==> src/rtl/snake_pkg.sv <==
// Shared encodings for the snake turn-request path: headings and button indices.
package snake_pkg;

    // Heading encoding. Opposite headings differ only in bit 1.
    typedef enum logic [1:0] {
        DIR_RIGHT = 2'd0,
        DIR_DOWN  = 2'd1,
        DIR_LEFT  = 2'd2,
        DIR_UP    = 2'd3
    } dir_e;

    // Bit positions within the raw button bus.
    localparam int BTN_RST   = 0;
    localparam int BTN_UP    = 1;
    localparam int BTN_LEFT  = 2;
    localparam int BTN_RIGHT = 3;
    localparam int BTN_DOWN  = 4;
    localparam int NUM_BTN   = 5;

    // Reverse heading: right<->left, down<->up.
    function automatic logic [1:0] dir_opposite(input logic [1:0] d);
        return d ^ 2'b10;
    endfunction

endpackage

==> src/rtl/btn_debounce.sv <==
// One push button: 2-flop synchronizer, stability counter, and a
// one-cycle pulse on each accepted 0->1 change of the debounced level.
module btn_debounce #(
    parameter int DEBOUNCE_CYCLES = 1000000
) (
    input  logic i_clk,
    input  logic i_rst,
    input  logic i_btn,
    output logic o_press
);

    localparam int CNT_W = (DEBOUNCE_CYCLES > 1) ? $clog2(DEBOUNCE_CYCLES + 1) : 1;
    localparam logic [CNT_W-1:0] CNT_LAST = CNT_W'(DEBOUNCE_CYCLES - 1);

    logic             r_sync0;
    logic             r_sync1;
    logic             r_level;
    logic             r_press;
    logic [CNT_W-1:0] r_cnt;

    logic w_differ;
    logic w_expire;

    // The counter tracks how long the synchronized input has disagreed with
    // the accepted level; the last disagreeing sample commits the change.
    assign w_differ = (r_sync1 != r_level);
    assign w_expire = w_differ && (r_cnt == CNT_LAST);

    // Synchronize, count consecutive disagreeing samples, commit and flag rises.
    always_ff @(posedge i_clk) begin
        if (i_rst) begin
            r_sync0 <= 1'b0;
            r_sync1 <= 1'b0;
            r_level <= 1'b0;
            r_press <= 1'b0;
            r_cnt   <= '0;
        end else begin
            r_sync0 <= i_btn;
            r_sync1 <= r_sync0;
            r_press <= 1'b0;
            if (w_expire) begin
                r_level <= r_sync1;
                r_press <= r_sync1;
                r_cnt   <= '0;
            end else if (w_differ) begin
                r_cnt   <= r_cnt + CNT_W'(1);
            end else begin
                r_cnt   <= '0;
            end
        end
    end

    assign o_press = r_press;

endmodule

==> src/rtl/turn_queue.sv <==
// Debounced direction buttons feeding a small FIFO of turn requests; each
// game tick pops one request into the snake heading. Restart flushes all.
module turn_queue
    import snake_pkg::*;
#(
    parameter int DEBOUNCE_CYCLES = 1000000,
    parameter int DEPTH           = 4
) (
    input  logic       clk,
    input  logic       rst,
    input  logic [4:0] btn,
    input  logic       game_tick,
    output logic [1:0] dir,
    output logic       dir_changed,
    output logic       restart,
    output logic [3:0] q_count,
    output logic       drop
);

    localparam int         PTR_W = (DEPTH > 1) ? $clog2(DEPTH) : 1;
    localparam logic [3:0] FULL  = 4'(DEPTH);

    logic [NUM_BTN-1:0] w_press;

    logic [1:0]       r_mem [DEPTH];
    logic [PTR_W-1:0] r_head;
    logic [PTR_W-1:0] r_tail;
    logic [3:0]       r_count;
    logic [1:0]       r_dir;
    logic             r_dir_changed;
    logic             r_restart;
    logic             r_drop;

    logic             w_restart;
    logic             w_dir_vld;
    logic [1:0]       w_dir_req;
    logic [PTR_W-1:0] w_last_ptr;
    logic [1:0]       w_ref;
    logic             w_reject;
    logic             w_full;
    logic             w_push;
    logic             w_pop;
    logic             w_drop;

    genvar g;
    generate
        for (g = 0; g < NUM_BTN; g++) begin : g_btn
            btn_debounce #(
                .DEBOUNCE_CYCLES(DEBOUNCE_CYCLES)
            ) u_btn_debounce (
                .i_clk  (clk),
                .i_rst  (rst),
                .i_btn  (btn[g]),
                .o_press(w_press[g])
            );
        end
    endgenerate

    assign w_restart = w_press[BTN_RST];

    // Pick a single direction press per cycle: up > down > left > right.
    always_comb begin
        w_dir_vld = 1'b0;
        w_dir_req = DIR_RIGHT;
        if (w_press[BTN_UP]) begin
            w_dir_vld = 1'b1;
            w_dir_req = DIR_UP;
        end else if (w_press[BTN_DOWN]) begin
            w_dir_vld = 1'b1;
            w_dir_req = DIR_DOWN;
        end else if (w_press[BTN_LEFT]) begin
            w_dir_vld = 1'b1;
            w_dir_req = DIR_LEFT;
        end else if (w_press[BTN_RIGHT]) begin
            w_dir_vld = 1'b1;
            w_dir_req = DIR_RIGHT;
        end
    end

    // A new request is judged against the heading the snake will have once
    // everything already queued has been applied.
    assign w_last_ptr = r_tail - PTR_W'(1);
    assign w_ref      = (r_count != 4'd0) ? r_mem[w_last_ptr] : r_dir;
    assign w_reject   = (w_dir_req == w_ref) || (w_dir_req == dir_opposite(w_ref));
    assign w_full     = (r_count == FULL);

    // Restart wins over every same-cycle press and tick.
    assign w_push = !w_restart && w_dir_vld && !w_reject && !w_full;
    assign w_drop = !w_restart && w_dir_vld && (w_reject || w_full);
    assign w_pop  = !w_restart && game_tick && (r_count != 4'd0);

    // Queue storage holds data only; validity is carried by the pointers and count.
    always_ff @(posedge clk) begin
        if (w_push) begin
            r_mem[r_tail] <= w_dir_req;
        end
    end

    // Pointers, occupancy, heading and the registered event pulses.
    always_ff @(posedge clk) begin
        if (rst) begin
            r_head        <= '0;
            r_tail        <= '0;
            r_count       <= 4'd0;
            r_dir         <= DIR_RIGHT;
            r_dir_changed <= 1'b0;
            r_restart     <= 1'b0;
            r_drop        <= 1'b0;
        end else if (w_restart) begin
            r_head        <= '0;
            r_tail        <= '0;
            r_count       <= 4'd0;
            r_dir         <= DIR_RIGHT;
            r_dir_changed <= 1'b0;
            r_restart     <= 1'b1;
            r_drop        <= 1'b0;
        end else begin
            r_restart     <= 1'b0;
            r_drop        <= w_drop;
            r_dir_changed <= w_pop;
            if (w_pop) begin
                r_dir  <= r_mem[r_head];
                r_head <= r_head + PTR_W'(1);
            end
            if (w_push) begin
                r_tail <= r_tail + PTR_W'(1);
            end
            case ({w_push, w_pop})
                2'b10:   r_count <= r_count + 4'd1;
                2'b01:   r_count <= r_count - 4'd1;
                default: r_count <= r_count;
            endcase
        end
    end

    assign dir         = r_dir;
    assign dir_changed = r_dir_changed;
    assign restart     = r_restart;
    assign q_count     = r_count;
    assign drop        = r_drop;

endmodule

==> config.mk <==
export PLATFORM = sky130hd
export DESIGN_NAME = turn_queue
export DESIGN_NICKNAME = d
export VERILOG_FILES = /design/src/rtl/snake_pkg.sv /design/src/rtl/btn_debounce.sv /design/src/rtl/turn_queue.sv
export SDC_FILE = /design/constraint.sdc
export NUM_CORES = 1
export LEC_CHECK = 0
export ABC_AREA = 1
export CORE_ASPECT_RATIO = 1.4
export CORE_MARGIN = 5
export CORE_UTILIZATION = 26
export DETAILED_ROUTE_END_ITERATION = 6
export PLACE_DENSITY = 0.37
export SKIP_LAST_GASP = 1
export SYNTH_ARGS = -nofsm -noshare
export SYNTH_HDL_FRONTEND = slang
export SYNTH_SLANG_ARGS = --single-unit
==> constraint.sdc <==
create_clock -name clk -period 5.1 [get_ports clk]
set_input_delay 1.53 -clock clk [delete_from_list [all_inputs] [get_ports clk]]
set_output_delay 1.53 -clock clk [all_outputs]
set_load 0.005 [all_outputs]
---- Yosys cells after proc, flatten, opt, wreduce, memory -nomap -nowiden ----
Memory sizes are Yosys's and may differ from the RTL's. A register that Yosys moved wholly into a read port is not among the register bits.
Cells that the tools add are included.
word-level totals
  register bits after elaboration ......... 131
  memories kept ........................... 1
  bits in writable memories ............... 8
  output and inout bits ................... 9
  bits of input ports ..................... 8
operators by class
  add/sub/neg operators ................... 10
  reductions and logical operators ........ 29
  bitwise logic cells ..................... 11
  equality and inequality tests ........... 15
  mux-type cells .......................... 12
memories
  name   depth  bits a word  read ports  clocked after memory_dff  wr ports  RTL line          source
  r_mem  4      2            2           1                         1         turn_queue.sv:25  logic [1:0] r_mem [DEPTH];
operators with widths
  cell                                                                 number
  20-bit by 1-bit adder with 20-bit output (second input constant)     5
  20-bit == test (second input constant)                               5
  3-bit OR reduction                                                   5
  2-bit OR reduction                                                   6
  1-bit logical AND                                                    11
  1-bit inverter                                                       11
  2-bit two-way mux                                                    4
  4-bit case mux with 2 select lines                                   1
  1-bit two-way mux                                                    7
  1-bit inequality test                                                5
  2-bit by 1-bit adder with 2-bit output (second input constant)       2
  4-bit by 1-bit adder with 4-bit output (second input constant)       1
  2-bit == test                                                        2
  4-bit by 3-bit == test with 1-bit output (second input constant)     1
  4-bit nonzero test                                                   1
  4-bit by 1-bit subtractor with 4-bit output (second input constant)  1
  1-bit zero test                                                      3
  2-bit by 1-bit == test with 1-bit output (second input constant)     1
  2-bit == test (second input constant)                                1
  1-bit logical OR                                                     2
  2-bit nonzero test                                                   1
  2-bit by 1-bit subtractor with 2-bit output (second input constant)  1

---- Longest topological paths before layout ----
An unclocked memory read counts as a cell.
  word-level depth ........................ 11
  mapped depth ............................ 14

---- Hierarchy ----
A second synthesis with hierarchy kept.
second synthesis, totals
  cells, all modules ...................... 1057
  area, all modules ....................... 7820.0 µm²
modules (own cells, without submodules)
  module        instances  cells each  area each (µm²)
  btn_debounce  5          185         1342.5
  turn_queue    1          132         1107.3

---- Worst setup path after synthesis ----
Ideal clock, no wire load.
  kind .................................... input to register
  start ................................... input port game_tick
  end ..................................... register r_count[2], in the netlist q_count[2]
  path buffers ............................ 0
  stages on the path ...................... 9
  setup time .............................. 0.115 ns
  data required time ...................... 4.985 ns
  arrival ................................. 2.724 ns
  slack ................................... 2.260 ns
  cell sequence ........................... nand3_1 > inv_1 > ha_1 > xor2_1 > ha_1 > a21oi_1 > xnor2_1 > o21ai_0 > inv_1
between the ends
  cells in the longest elaborated chain, start to end .. 4
  elaborated cells on any way between the ends .. 6
  classes of those cells .................. 2 x eq/ne; 1 x mux; 3 x reduce/logical
ends and longest elaborated chain
  item                                                                              RTL line           source
  start: declaration                                                                turn_queue.sv:12   input logic game_tick,
  1-bit logical AND * (2 in series)                                                 turn_queue.sv:90   assign w_pop = !w_restart && game_tick && (r_count != 4'd0);
  net w_pop                                                                         turn_queue.sv:42   logic w_pop;
  2-bit by 1-bit == test with 1-bit output / 2-bit == test (equally long branches)  turn_queue.sv:128  case ({w_push, w_pop})
  4-bit case mux with 2 select lines / 2-bit nonzero test (equally long branches)   --
  end signal: assignment                                                            turn_queue.sv:129  2'b10: r_count <= r_count + 4'd1;
  end signal: assignment                                                            turn_queue.sv:130  2'b01: r_count <= r_count - 4'd1;
  end signal: assignment                                                            turn_queue.sv:131  default: r_count <= r_count;
  end: declaration                                                                  turn_queue.sv:28   logic [3:0] r_count;
Mark *: on every way through the listed nets, which the timed path passes. The rest lies on a longest branch.
A chain may end at the register's enable or synchronous reset.

---- Worst setup path in the final report ----
  start ................................... input port rst
  end ..................................... register g_btn[3].u_btn_debounce.r_cnt[14]
between the ends
  cells in the longest elaborated chain, start to end .. 1
ends and longest elaborated chain
  item                          RTL line            source
  start: declaration            turn_queue.sv:10    input logic rst,
  3-bit OR reduction (no line)  --
  end signal: assignment        btn_debounce.sv:46  r_cnt <= r_cnt + CNT_W'(1);
  end: declaration              btn_debounce.sv:19  logic [CNT_W-1:0] r_cnt;
No other way between the ends.

==> impl_metrics.tcl <==
set metrics [dict create \
    outcome "finished clean" \
    setup_slack_ps 1800 \
    grt_max_degree 21 \
    post-route-drc-count 0 \
    wl_met2_um 7600 \
    clk_latency_ps 420 \
    antenna_found_initial 0 \
    root_buffer "clkbuf_16" \
    period_share_pct 64.7 \
    synth_warnings 0 \
    crit_chain "clkdlybuf4s50_1, buf_4, inv_1, nand3_1, nor3_1" \
    ys_top_cells_by_count "nand2_1, nor2_1, dfxtp_1" \
    drive_above_1_share_pct 7.56 \
    antenna_cells 0 \
    crit_fanout 20 \
    worst_pin_slew_ps 841 \
    hold_depth 2 \
    utilization_pct 30.9 \
    ys_seq_area_share_pct 44.3 \
    wl_met1_um 6390 \
    p_total_w 0.00262 \
    powerDensity_nw_per_um2 343 \
    slowest_stage "nand3_1" \
    grt_pass1_wl_um 24800 \
    async_reset_ff_share_pct 0 \
    die_area_um2 28500 \
    wl_met3_um 390 \
    ioPinCount 17 \
    finalWirelength_um 14600 \
    hold_class "flop to flop" \
    drv_slew 0 \
    min_period_ps 3300 \
    pre_cts_ws_ps 1310 \
    maxUsedRoutingLayer "met4" \
    ys_types 37 \
    vdd_drop_max_v 0.000231 \
    synth_flop_cell "dfxtp_1" \
    synth_most_common_cell "nand2_1" \
    dpl.hpwl_um 10800 \
    final_cells 1228 \
    die_h_um 198 \
    cts.path.max_buffers 2 \
    reg2regPathDepth 14 \
    seqCellArea_um2 2900 \
    drv_cap 0 \
    syn_inst 877 \
    portBuffers 16 \
    path_class "input pin to flop" \
    cp_num_cells 5 \
    leakage_nw 2.59 \
    postCtsSetupRepairBufs 0 \
    placedCellCount 1196 \
    track_usage_pct 10.8 \
    max_freq_ghz 0.303 \
    synthesis.nets 897 \
    routedWlPerCell_um 11.9 \
    crit_family "simple AND/OR/NAND/NOR gates" \
    startpoint_type "input pin" \
    ys_top_cells_by_area "dfxtp_1, nand2_1, nor2_1" \
    dr.first_iter.drc_count 146 \
    area_growth_pct 16.6 \
    cts_hold_buffers 0 \
    cts_resized 0 \
    row_count 68 \
    end_kind "flop" \
    crit_start "rst" \
    antenna_left 0 \
    first_pass_iters 4 \
    ys_ff_latch 141 \
    reg2reg_from "r_tail[0]" \
    h-tree-depth 4 \
    cts_tree "yes" \
    critical_path_buf_inv_count 3 \
    r2r_slack_ps 2280 \
    fillerInstances 2689 \
    routabilityCongestion 0.749 \
    synth-edff-count 8 \
    cp.arrival_ps 3630 \
    yosysTopAreaCell "dfxtp_1" \
    routed-via-count 5387 \
    finClkSkew_ps 6.82 \
    syn_area_um2 6550 \
    cts_buffers 17 \
    hold_violations 0 \
    hp-start "g_btn[3].u_btn_debounce.r_sync0" \
    postSynthAreaPerCell_um2 7.47 \
    synth_top_area_share_pct 40.6 \
    rsz0062_at_grt "no" \
    relSlewSlack_pct 43.8 \
    crit_required_ps 5430 \
    die_w_um 144 \
    avgViaCountPerCell 4.39 \
    gr-total-overflow 0 \
    finalSetupViolCount 0 \
    nNetsFinal 920 \
    clk_pin_slew_worst_paths_ps 60 \
    grt_pass1_vias 5330 \
    clock_sinks 141 \
    finalSetupTns_ps 0 \
    fp.coreArea_um2 24800 \
    start_util_pct 26.5 \
    multiInputGateArea_um2 3150 \
    worst_path_largest_cell_delay_ps 720 \
]
-- worst reg2reg max path, delay by kind of cell (launching register included) --
kind                     cells  cell delay [ps]
adder cells (fa/ha/maj)      3              900
XOR/XNOR                     2              280
buffers and inverters        3              230
AO/OA/AOI/OAI                2              290
AND/OR/NAND/NOR              4              520
flip-flops                   1              500
-- path summary, 6_finish.rpt --
check / to
setup / recovery: g_btn[3].u_btn_debounce.r_cnt[14]
hold / removal: g_btn[3].u_btn_debounce.r_sync1
setup reg to reg: q_count[2]
hold reg to reg: g_btn[3].u_btn_debounce.r_sync1
-- cell families after synthesis --
family                   Yosys count  synth area share, %
AND/OR/NAND/NOR                  477                 33.6
flip-flops                       141                 44.3
buffers and inverters            127                 7.62
AO/OA/AOI/OAI                     73                 5.88
XOR/XNOR                          47                 6.28
adder cells (fa/ha/maj)           12                 2.29
-- through the flow --
step | cell area, um^2 | hold WS [ps]
2_1_floorplan | 6550 | 388
3_5_place_dp | 7040 | 392
4_1_cts | 7640 | 404
5_1_grt | 7640 | 428
6_report | 7640 | 403
3_3_place_gp | 7040 | 389
-- cells in the final DEF, fill, tap and decap left out, types with 13 or more instances in the layout --
cell,n
nand3_1,57
dfxtp_1,133
inv_1,112
clkbuf_16,17
nand4_1,29
nor3_1,38
a21oi_1,45
xor2_1,34
nand2_1,154
xnor2_1,13
clkdlybuf4s50_1,16
o21ai_0,18
nor2_1,138
-- sequential cells by signal (all words and copies together) (netlist names) --
name / cells
dir: 2
g_btn.u_btn_debounce.r_cnt: 100
drop: 1
restart: 1
r_tail: 2
g_btn.u_btn_debounce.r_level: 5
r_mem: 8
g_btn.u_btn_debounce.r_sync1: 5
g_btn.u_btn_debounce.o_press: 5
dir_changed: 1
r_head: 2
g_btn.u_btn_debounce.r_sync0: 5
q_count: 4
-- layer usage --
metal  global-route usage (%)  vias to the layer above
met5                        0                        -
li1                         -                     2880
met3                     2.71                       15
met2                     19.9                       48
met1                     11.9                     2444
met4                     3.84                        0
-- layout make-up --
cell class	instances	share of cell area [%]
sequential	141	38.0
tap	315	5.16
clock buffer	19	5.67
timing repair buffer	17	2.19
multi-input combinational	609	41.2
inverter	114	5.60
clock inverter	13	2.18
-- report_power, final --
part	total (W)	internal, W	switching, W
Combinational	0.000190	0.0000792	0.000111
Clock	0.00127	0.000772	0.000498
Sequential	0.00116	0.00113	0.0000251
Total	0.00262	0.00198	0.000634
Note: power is estimated with default switching activity, not from simulation.
